File: config.mk
export PLATFORM = sky130hd
export DESIGN_NAME = matrix_mac_nxn
export DESIGN_NICKNAME = d
export VERILOG_FILES = /design/src/rtl/matrix_mac_pkg.sv /design/src/rtl/matrix_mac_nxn_mac_unit.sv /design/src/rtl/matrix_mac_nxn.sv
export SDC_FILE = /design/constraint.sdc
export NUM_CORES = 1
export LEC_CHECK = 0
export ABC_CLOCK_PERIOD_IN_PS = 9400
export CORE_ASPECT_RATIO = 1.25
export CORE_MARGIN = 2
export CORE_UTILIZATION = 25
export DETAILED_ROUTE_END_ITERATION = 12
export PLACE_DENSITY = 0.46
export SYNTH_ARGS = -nofsm -noshare
export SYNTH_HDL_FRONTEND = slang
export SYNTH_HIERARCHICAL = 1
export SYNTH_SLANG_ARGS = --single-unit
File: constraint.sdc
create_clock -name clk -period 9.4 [get_ports clk]
set_clock_uncertainty 0.1 [all_clocks]
set_input_delay 0.94 -clock clk [delete_from_list [all_inputs] [get_ports clk]]
set_output_delay 0.94 -clock clk [all_outputs]
set_load 0.05 [all_outputs]
File: src/rtl/matrix_mac_pkg.sv
`default_nettype none
// ============================================================================
//  Module   : matrix_mac_pkg
//  Purpose  : Shared FSM state type and operand-select encoding for matrix_mac_nxn
//  Revision : 1.0  initial release
// ============================================================================
package matrix_mac_pkg;

  typedef enum logic [1:0] {
    IDLE  = 2'd0,
    MAC   = 2'd1,
    WRITE = 2'd2,
    DONE  = 2'd3
  } state_t;

  localparam logic SEL_A = 1'b0;
  localparam logic SEL_B = 1'b1;

endpackage
`default_nettype wire

File: src/rtl/matrix_mac_nxn_mac_unit.sv
`default_nettype none
// ============================================================================
//  Module   : mac_unit
//  Purpose  : Combinational signed/unsigned multiply of two operands plus accumulate
//  Revision : 1.0  initial release
// ============================================================================
module mac_unit #(
  parameter int DW    = 8,
  parameter int ACC_W = 18
) (
  input  logic [DW-1:0]    i_a,
  input  logic [DW-1:0]    i_b,
  input  logic [ACC_W-1:0] i_acc,
  input  logic             i_signed,
  output logic [ACC_W-1:0] o_acc
);

  logic [ACC_W-1:0] w_a_ext;
  logic [ACC_W-1:0] w_b_ext;
  logic [ACC_W-1:0] w_prod;

  // Extending both operands to ACC_W first keeps the product exact modulo 2^ACC_W
  assign w_a_ext = {{(ACC_W-DW){i_signed & i_a[DW-1]}}, i_a};
  assign w_b_ext = {{(ACC_W-DW){i_signed & i_b[DW-1]}}, i_b};
  assign w_prod  = w_a_ext * w_b_ext;
  assign o_acc   = i_acc + w_prod;

endmodule
`default_nettype wire

File: src/rtl/matrix_mac_nxn.sv
`default_nettype none
// ============================================================================
//  Module   : matrix_mac_nxn
//  Purpose  : NxN matrix multiply-accumulate engine, one MAC per cycle, host-loadable A/B
//  Revision : 1.0  initial release
// ============================================================================
module matrix_mac_nxn
  import matrix_mac_pkg::*;
#(
  parameter int N     = 3,
  parameter int DW    = 8,
  parameter int ACC_W = 2*DW + $clog2(N),
  parameter int IDX_W = $clog2(N*N)
) (
  input  logic             clk,
  input  logic             reset_n,
  input  logic             wr_en,
  input  logic             wr_sel,
  input  logic [IDX_W-1:0] wr_addr,
  input  logic [DW-1:0]    wr_data,
  input  logic             start,
  input  logic             acc_mode,
  input  logic             signed_mode,
  input  logic [IDX_W-1:0] rd_addr,
  output logic [ACC_W-1:0] rd_data,
  output logic             busy,
  output logic             done
);

  localparam int CW = $clog2(N);
  localparam int NN = N*N;

  state_t           r_state;
  state_t           w_next;
  logic [CW-1:0]    r_i, r_j, r_k;
  logic [ACC_W-1:0] r_acc;
  logic [ACC_W-1:0] w_mac;
  logic             r_acc_mode;
  logic             r_signed;
  logic             r_busy;
  logic             r_done;
  logic [ACC_W-1:0] r_rd_data;
  logic [DW-1:0]    r_a [NN];
  logic [DW-1:0]    r_b [NN];
  logic [ACC_W-1:0] r_c [NN];

  logic             w_k_last, w_j_last, w_i_last;
  logic [IDX_W-1:0] w_a_idx, w_b_idx, w_c_idx;

  assign w_k_last = (r_k == CW'(N-1));
  assign w_j_last = (r_j == CW'(N-1));
  assign w_i_last = (r_i == CW'(N-1));
  assign w_a_idx  = IDX_W'(int'(r_i)*N + int'(r_k));
  assign w_b_idx  = IDX_W'(int'(r_k)*N + int'(r_j));
  assign w_c_idx  = IDX_W'(int'(r_i)*N + int'(r_j));

  mac_unit #(
    .DW    (DW),
    .ACC_W (ACC_W)
  ) u_mac (
    .i_a      (r_a[w_a_idx]),
    .i_b      (r_b[w_b_idx]),
    .i_acc    ((r_k == '0) ? '0 : r_acc),
    .i_signed (r_signed),
    .o_acc    (w_mac)
  );

  always_ff @(posedge clk or negedge reset_n) begin
    if (!reset_n) r_state <= IDLE;
    else          r_state <= w_next;
  end

  always_comb begin
    w_next = r_state;
    case (r_state)
      IDLE:    if (start) w_next = MAC;
      MAC:     if (w_k_last) w_next = WRITE;
      WRITE:   w_next = (w_i_last && w_j_last) ? DONE : MAC;
      DONE:    w_next = IDLE;
      default: w_next = IDLE;
    endcase
  end

  always_ff @(posedge clk or negedge reset_n) begin
    if (!reset_n) begin
      r_i        <= '0;
      r_j        <= '0;
      r_k        <= '0;
      r_acc      <= '0;
      r_acc_mode <= 1'b0;
      r_signed   <= 1'b0;
      r_busy     <= 1'b0;
      r_done     <= 1'b0;
      r_rd_data  <= '0;
      for (int n = 0; n < NN; n++) begin
        r_a[n] <= '0;
        r_b[n] <= '0;
        r_c[n] <= '0;
      end
    end else begin
      r_done    <= 1'b0;
      r_rd_data <= (int'(rd_addr) < NN) ? r_c[rd_addr] : '0;
      case (r_state)
        IDLE: begin
          // Host writes land on the same edge that samples start, so the run sees them
          if (wr_en && int'(wr_addr) < NN) begin
            if (wr_sel == SEL_A) r_a[wr_addr] <= wr_data;
            else                 r_b[wr_addr] <= wr_data;
          end
          if (start) begin
            r_busy     <= 1'b1;
            r_acc_mode <= acc_mode;
            r_signed   <= signed_mode;
            r_i        <= '0;
            r_j        <= '0;
            r_k        <= '0;
          end
        end
        MAC: begin
          r_acc <= w_mac;
          r_k   <= r_k + CW'(1);
        end
        WRITE: begin
          r_c[w_c_idx] <= r_acc_mode ? (r_c[w_c_idx] + r_acc) : r_acc;
          r_k          <= '0;
          if (w_j_last) begin
            r_j <= '0;
            r_i <= r_i + CW'(1);
          end else begin
            r_j <= r_j + CW'(1);
          end
        end
        DONE: begin
          r_busy <= 1'b0;
          r_done <= 1'b1;
        end
        default: ;
      endcase
    end
  end

  assign rd_data = r_rd_data;
  assign busy    = r_busy;
  assign done    = r_done;

endmodule
`default_nettype wire

==> flow_metrics.env, run 1 <==
export IMPL_r2r_worst_path_cells=23
export IMPL_chipWidth_um=269
export IMPL_synthesis_nets=2140
export IMPL_dieArea_um2=89900
export IMPL_ff2ff_setup_slack_ns=1.04
export IMPL_dp_hpwl_um=40000
export IMPL_synth_cell_types=64
export IMPL_crit_required_ns=9.76
export IMPL_achievable_frequency_mhz=120
export IMPL_wl_per_cell_um=18.6
export IMPL_share_of_synthesized_area_occupied_by_flip_flops_and_latches_pct=40.5
export IMPL_netlist_top_cells_count="sky130_fd_sc_hd__dfrtp_1, sky130_fd_sc_hd__nand2_1, sky130_fd_sc_hd__o21ai_0"
export IMPL_vdd_ir_drop_worst_uv=118
export IMPL_via_count=14882
export IMPL_synth_seq_cells=354
export IMPL_finalMaxSlewViolations=0
export IMPL_vias_per_cell=4.72
export IMPL_worstSetupPathDepth=23
export IMPL_postRouteAntennaNets=0
export IMPL_floorplan_rows=121
export IMPL_fill_cells=9014
export IMPL_edff_count_synth=0
export IMPL_slew_headroom_pct=20.0
export IMPL_clock_root_buffer="sky130_fd_sc_hd__clkbuf_16"
export IMPL_synthFlopType="sky130_fd_sc_hd__dfrtp_1"
export IMPL_p_leak_nw=11.4
export IMPL_cp_max_fo=10
export IMPL_floorplan_initialDensity_pct=25.2
export IMPL_hold_class="primary input to asynchronous set/reset pin"
export IMPL_initialDrtViolationCount=1143
export IMPL_worstSkewPairLatency_ns=0.59
export IMPL_syn_cell_area_um2=21900
export IMPL_max_cap_viol_count=0
export IMPL_io_pins=43
export IMPL_setup_tns_final_ns=0
export IMPL_io_buffers=42
export IMPL_regArea_um2=8860
export IMPL_worstSetupStartpointType="flop"
export IMPL_grt_pass1_wl_um=92500
export IMPL_grt_pass1_vias=15675
export IMPL_multi_input_area_um2=12000
export IMPL_cts_htree_levels=2
export IMPL_finalWirelength_um=58600
export IMPL_core_area_um2=86900
export IMPL_outcome="finished clean"
export IMPL_critPathSlowestCell="sky130_fd_sc_hd__fa_1"
export IMPL_slew_at_the_pin_closest_to_its_max_slew_limit_ns=1.19
export IMPL_areaGrowthSynthToFinish_pct=14.1
export IMPL_synth_yosys_warnings=6
export IMPL_critical_path_most_common_cell="sky130_fd_sc_hd__fa_1"
export IMPL_powerDensity_nw_per_um2=284
export IMPL_cp_slowest_stage_delay_ns=0.79
export IMPL_die_height_um=335
export IMPL_num_antenna_cells=0
export IMPL_post_synth_inst_count=1954
export IMPL_crit_path_cell_trace="fa_1 > ha_1 > inv_1 > fa_1 > nor4b_2 > a22o_1 > nand2_1 > or2_2 > fa_1 > fa_1 > inv_1 > fa_1 > fa_1 > inv_1 > fa_1 > inv_1 > ha_1 > a211o_1 > o21ai_1 > o31ai_2 > a31oi_1 > xnor2_1 > mux2_2"
export IMPL_post_synth_top_count_cell="sky130_fd_sc_hd__dfrtp_1"
export IMPL_gp_congestion=0.823
export IMPL_critical_path_type="flop to flop"
export IMPL_clockBufferDepth=3
export IMPL_synth_top_cells_by_area="sky130_fd_sc_hd__dfrtp_1, sky130_fd_sc_hd__mux4_2, sky130_fd_sc_hd__mux2_2"
export IMPL_gr_ovfl_total=0
export IMPL_grt_usage_pct=13.2
export IMPL_clock_tree_from_tritoncts="built"
export IMPL_post_cts_buffers=0
export IMPL_final_layout_size_suffix_gt1_share_pct=20.3
export IMPL_worst_setup_hold_path_clk_slew_ns=0.05
export IMPL_total_power_mw=7.09
export IMPL_clock_sink_count=354
export IMPL_worstPathArrival_ns=8.72
export IMPL_antenna_found_initial=2
export IMPL_area_leader_netlist="sky130_fd_sc_hd__dfrtp_1"
export IMPL_post_route_min_period_ns=8.36
export IMPL_numCtsBuffers=45
export IMPL_postSynthAreaPerCell_um2=11.2
export IMPL_drt_pass1_iterations=5
export IMPL_final_setup_viol_count=0
export IMPL_fin_crit_sh_pct=88.9
export IMPL_path_buf_inv=4
export IMPL_num_nets_final=2139
export IMPL_grt_setup_unrepaired="false"
export IMPL_post_route_drc_count=0
export IMPL_hold_violation_total_from_the_final_report=0
export IMPL_crit_path_end_kind="flop"
export IMPL_post_cts_resized_instances=0
export IMPL_cp_top_delay_family="adder cells"
export IMPL_postCtsHoldBufs=0
export IMPL_synth_top_area_share_pct=40.5
export IMPL_pin_count_of_the_biggest_net_entering_global_routing=165
export IMPL_synthArstFlopShare_pct=100
-- sequential cells by signal, summed over array words and instances (netlist names), 2 cells and up --
| name | flops |
|---|---|
| r_a | 72 |
| r_i | 2 |
| r_k | 2 |
| r_c | 162 |
| r_b | 72 |
| rd_data | 18 |
| r_acc | 18 |
| r_j | 2 |
| r_state | 2 |
-- power breakdown --
part	switching, mW	internal [mW]
Combinational	1.97	1.40
Sequential	0.201	1.81
Clock	0.669	1.03
Total	2.84	4.25
-- per-layer routing --
| metal | wire length, um | GRT usage, % |
|---|---|---|
| met5 | 21 | 0 |
| met1 | 26200 | 17.3 |
| met3 | 2830 | 2.42 |
| met4 | 1540 | 4.42 |
| met2 | 28000 | 22.0 |
-- final cells by class --
cell class / count / area share (%)
Clock inverter: 12 / 0.677
Clock buffer: 64 / 5.16
Timing Repair Buffer: 71 / 2.59
Inverter: 154 / 2.32
Multi-Input combinational cell: 1327 / 47.9
Tap cell: 1168 / 5.85
Sequential cell: 354 / 35.5
-- stage by stage --
stage	util (%)	area [um2]	hold slack [ns]	cells	worst slack, ns
2_1_floorplan	-	21900	0.361	1954	1.75
3_3_place_gp	27.0	23500	0.375	3074	1.13
3_5_place_dp	27.0	23500	0.388	3074	1.01
4_1_cts	28.7	25000	0.193	3150	1.01
5_1_grt	28.7	25000	0.224	3150	0.504
6_report	28.7	25000	0.194	3150	1.04
-- worst reg2reg max path: stages (launching register included) --
cell and delay (ns):
sky130_fd_sc_hd__dfrtp_1 0.45, sky130_fd_sc_hd__fa_1 0.62, sky130_fd_sc_hd__ha_1 0.16, sky130_fd_sc_hd__inv_1 0.05, sky130_fd_sc_hd__fa_1 0.79, sky130_fd_sc_hd__nor4b_2 0.65
sky130_fd_sc_hd__a22o_1 0.39, sky130_fd_sc_hd__nand2_1 0.24, sky130_fd_sc_hd__or2_2 0.37, sky130_fd_sc_hd__fa_1 0.51, sky130_fd_sc_hd__fa_1 0.54, sky130_fd_sc_hd__inv_1 0.05
sky130_fd_sc_hd__fa_1 0.50, sky130_fd_sc_hd__fa_1 0.55, sky130_fd_sc_hd__inv_1 0.05, sky130_fd_sc_hd__fa_1 0.52, sky130_fd_sc_hd__inv_1 0.04, sky130_fd_sc_hd__ha_1 0.33
sky130_fd_sc_hd__a211o_1 0.31, sky130_fd_sc_hd__o21ai_1 0.33, sky130_fd_sc_hd__o31ai_2 0.14, sky130_fd_sc_hd__a31oi_1 0.22, sky130_fd_sc_hd__xnor2_1 0.08, sky130_fd_sc_hd__mux2_2 0.26
-- kinds of logic after synthesis --
kind of cell | count (synthesis) | synth area share, %
flip-flops | 354 | 40.5
XOR/XNOR | 37 | 1.48
AND/OR/NAND/NOR | 493 | 10.4
buffers and inverters | 273 | 4.91
AO/OA/AOI/OAI | 309 | 8.43
multiplexers | 325 | 21.8
adder cells (fa/ha/maj) | 163 | 12.4
-- path summary, 6_finish.rpt --
path                                      from                     to
max                         r_j[1]$_DFFE_PN0P_  r_acc[15]$_DFFE_PN0N_
min                                    reset_n   rd_data[9]$_DFF_PN0_
max reg2reg                 r_j[1]$_DFFE_PN0P_  r_acc[15]$_DFFE_PN0N_
min reg2reg                r_b[55]$_DFFE_PN0P_    r_b[55]$_DFFE_PN0P_
max in group asynchronous              reset_n    r_a[10]$_DFFE_PN0P_
min in group clk           r_b[55]$_DFFE_PN0P_    r_b[55]$_DFFE_PN0P_
-- layout by cell type (no fill, tap or decap), drive strengths merged, types with 12 or more instances in the layout --
cell type / n
dfrtp: 354
nand2: 271
o21ai: 186
mux2: 173
inv: 156
mux4: 104
fa: 89
ha: 74
clkbuf: 64
nor2: 58
mux2i: 48
a21oi: 46
clkdlybuf4s50: 39
and2: 33
buf: 32
nor4: 27
nor3: 26
xnor2: 25
nor2b: 23
a222oi: 17
nand3: 14
xor2: 12
a22o: 12
(Power assumes the default switching activity.)
==> inputs of run 2 (changes only) <==
- GPL_TIMING_DRIVEN: not set -> 0
==> flow_metrics.env, run 2 (synthesis gave the netlist of run 1 again) <==
export IMPL_outcome="finished clean"
export IMPL_hold_class="primary input to asynchronous set/reset pin"
export IMPL_vdd_ir_drop_worst_uv=147
export IMPL_crit_required_ns=9.75
export IMPL_placed_cells=3161
export IMPL_clock_sink_count=354
export IMPL_post_route_min_period_ns=8.86
export IMPL_regs_by_ff_count="r_c x162, r_a x72, r_b x72"
export IMPL_cts_htree_levels=2
export IMPL_commonest_cells_after_routing_fill_and_taps_aside="sky130_fd_sc_hd__dfrtp_1, sky130_fd_sc_hd__nand2_1, sky130_fd_sc_hd__o21ai_0, sky130_fd_sc_hd__mux2_2, sky130_fd_sc_hd__inv_1"
export IMPL_setup_tns_final_ns=0
export IMPL_floorplan_initialDensity_pct=25.2
export IMPL_slew_headroom_pct=21.8
export IMPL_vias_per_cell=4.79
export IMPL_largest_register_ffs=162
export IMPL_via_count=15496
export IMPL_final_common_cell="sky130_fd_sc_hd__dfrtp_1"
export IMPL_achievable_frequency_mhz=113
export IMPL_cp_max_fo=10
export IMPL_grt_pass1_wl_um=99700
export IMPL_worstPathArrival_ns=9.21
export IMPL_wl_per_cell_um=19.6
export IMPL_dp_slack_ns=-0.258
export IMPL_gr_ovfl_total=0
export IMPL_hold_violation_total_from_the_final_report=0
export IMPL_biggest_register="r_c"
export IMPL_worstSetupStartpointType="flop"
export IMPL_antenna_found_initial=4
export IMPL_finalWirelength_um=63400
export IMPL_drt_pass1_iterations=5
export IMPL_postRouteAntennaNets=0
export IMPL_grt_setup_unrepaired="false"
export IMPL_num_nets_final=2225
export IMPL_clock_root_buffer="sky130_fd_sc_hd__clkbuf_16"
export IMPL_chipWidth_um=269
export IMPL_io_pins=43
export IMPL_die_height_um=335
export IMPL_pin_count_of_the_biggest_net_entering_global_routing=109
export IMPL_num_antenna_cells=0
export IMPL_clockBufferDepth=3
export IMPL_numCtsBuffers=44
export IMPL_max_cap_viol_count=0
export IMPL_finalMaxSlewViolations=0
export IMPL_gp_congestion=0.829
export IMPL_fin_crit_sh_pct=94.3
export IMPL_worst_setup_hold_path_clk_slew_ns=0.06
export IMPL_grt_pass1_vias=16428
export IMPL_worstSkewPairLatency_ns=0.59
export IMPL_areaGrowthSynthToFinish_pct=15.3
export IMPL_dieArea_um2=89900
export IMPL_floorplan_rows=121
export IMPL_slew_at_the_pin_closest_to_its_max_slew_limit_ns=1.17
export IMPL_core_area_um2=86900
export IMPL_critical_path_type="flop to flop"
export IMPL_initialDrtViolationCount=1187
export IMPL_post_route_drc_count=0
export IMPL_clock_tree_from_tritoncts="built"
export IMPL_timing_final_ws_setup_ns=0.537
export IMPL_final_layout_size_suffix_gt1_share_pct=19.0
export IMPL_grt_usage_pct=14.3
export IMPL_crit_path_end_kind="flop"
export IMPL_io_buffers=36
export IMPL_final_setup_viol_count=0
export IMPL_powerDensity_nw_per_um2=284
export IMPL_p_leak_nw=11.5
export IMPL_dp_hpwl_um=46900
export IMPL_layoutNonFillerInstCount=3237
run 2: cell types whose count changed in the layout (fill, tap and decap cells not counted), moves of 5 or more:
| cell | change |
|---|---|
| sky130_fd_sc_hd__buf_2 | +14 |
| sky130_fd_sc_hd__clkinv_2 | +5 |
| sky130_fd_sc_hd__buf_4 | -26 |
| sky130_fd_sc_hd__clkbuf_1 | +84 |
| sky130_fd_sc_hd__buf_1 | +11 |
run 2: metal layers:
metal	vias to the layer above	track usage [%]	part of all wire [%]	wire, um
met5	-	0	0.090	57
met1	8015	18.0	43	27000
met3	101	2.42	4.5	2850
met2	351	25.1	50	32000
met4	8	4.14	2.4	1540
li1	7021	-	-	-
run 2: through the flow:
stage	instance area [um2]	hold WS, ns	util, %	power [mW]
floorplan	21900	0.361	-	4.57
global placement	23700	0.375	27.3	5.48
detailed placement	23800	0.389	27.4	5.53
CTS	25200	0.140	29.0	7.27
global route	25200	0.158	29.0	7.75
finish	25200	0.152	29.0	7.17
run 2: cell type report:
type / instances / area [um2]
Sequential cell: 354 / 8860
Fill cell: 9092 / 61700
Buffer: 119 / 498
Clock inverter: 15 / 158
Clock buffer: 61 / 1260
Tap cell: 1168 / 1460
Multi-Input combinational cell: 1327 / 11900
Inverter: 154 / 578
Timing Repair Buffer: 39 / 448
run 2: final timing paths:
kind / endpoint / slack, ns / cells past startpoint / start
worst min register to register: r_b[12]$_DFFE_PN0P_ / 0.40 / 1 / r_b[12]$_DFFE_PN0P_
worst min-delay path: rd_data[10]$_DFF_PN0_ / 0.15 / 1 / reset_n
worst max register to register: r_acc[17]$_DFFE_PN0N_ / 0.54 / 26 / r_i[0]$_DFFE_PN0P_
worst max-delay path: r_acc[17]$_DFFE_PN0N_ / 0.54 / 26 / r_i[0]$_DFFE_PN0P_
max in group asynchronous: r_a[47]$_DFFE_PN0P_ / 7.62 / 3 / reset_n
min in group clk: r_b[12]$_DFFE_PN0P_ / 0.40 / 1 / r_b[12]$_DFFE_PN0P_
run 2: critical path: stages (launching register included):
cell                       delay (ns)
sky130_fd_sc_hd__dfrtp_1         0.47
sky130_fd_sc_hd__inv_1           0.07
sky130_fd_sc_hd__ha_1            0.37
sky130_fd_sc_hd__fa_1            0.40
sky130_fd_sc_hd__xor2_1          0.91
sky130_fd_sc_hd__and4b_1         0.30
sky130_fd_sc_hd__clkbuf_1        0.32
sky130_fd_sc_hd__nand2_1         0.12
sky130_fd_sc_hd__o21ai_2         0.21
sky130_fd_sc_hd__clkbuf_1        0.42
sky130_fd_sc_hd__nand3_1         0.22
sky130_fd_sc_hd__inv_1           0.16
sky130_fd_sc_hd__fa_1            0.56
sky130_fd_sc_hd__fa_1            0.60
sky130_fd_sc_hd__fa_1            0.44
sky130_fd_sc_hd__fa_1            0.54
sky130_fd_sc_hd__inv_1           0.05
sky130_fd_sc_hd__fa_1            0.52
sky130_fd_sc_hd__inv_1           0.04
sky130_fd_sc_hd__ha_1            0.36
sky130_fd_sc_hd__a21oi_1         0.24
sky130_fd_sc_hd__nor2_1          0.07
sky130_fd_sc_hd__a211oi_1        0.32
sky130_fd_sc_hd__o31ai_2         0.18
sky130_fd_sc_hd__a21oi_1         0.20
sky130_fd_sc_hd__xnor2_1         0.20
sky130_fd_sc_hd__mux2_2          0.32
run 2: repair_timing:
item | 4_1_cts | 5_1_grt
gates resized for setup | 1 | 4
setup buffers | 0 | 0
gates cloned | 0 | 0
pin swaps | 0 | 0
hold buffers | 0 | 0
endpoints found under the setup margin | 2 | 2
run 2: power by group:
| group | internal (mW) | total [mW] | switching, mW |
|---|---|---|---|
| registers | 1.81 | 2.00 | 0.196 |
| logic | 1.42 | 3.46 | 2.04 |
| clock network | 1.01 | 1.70 | 0.692 |
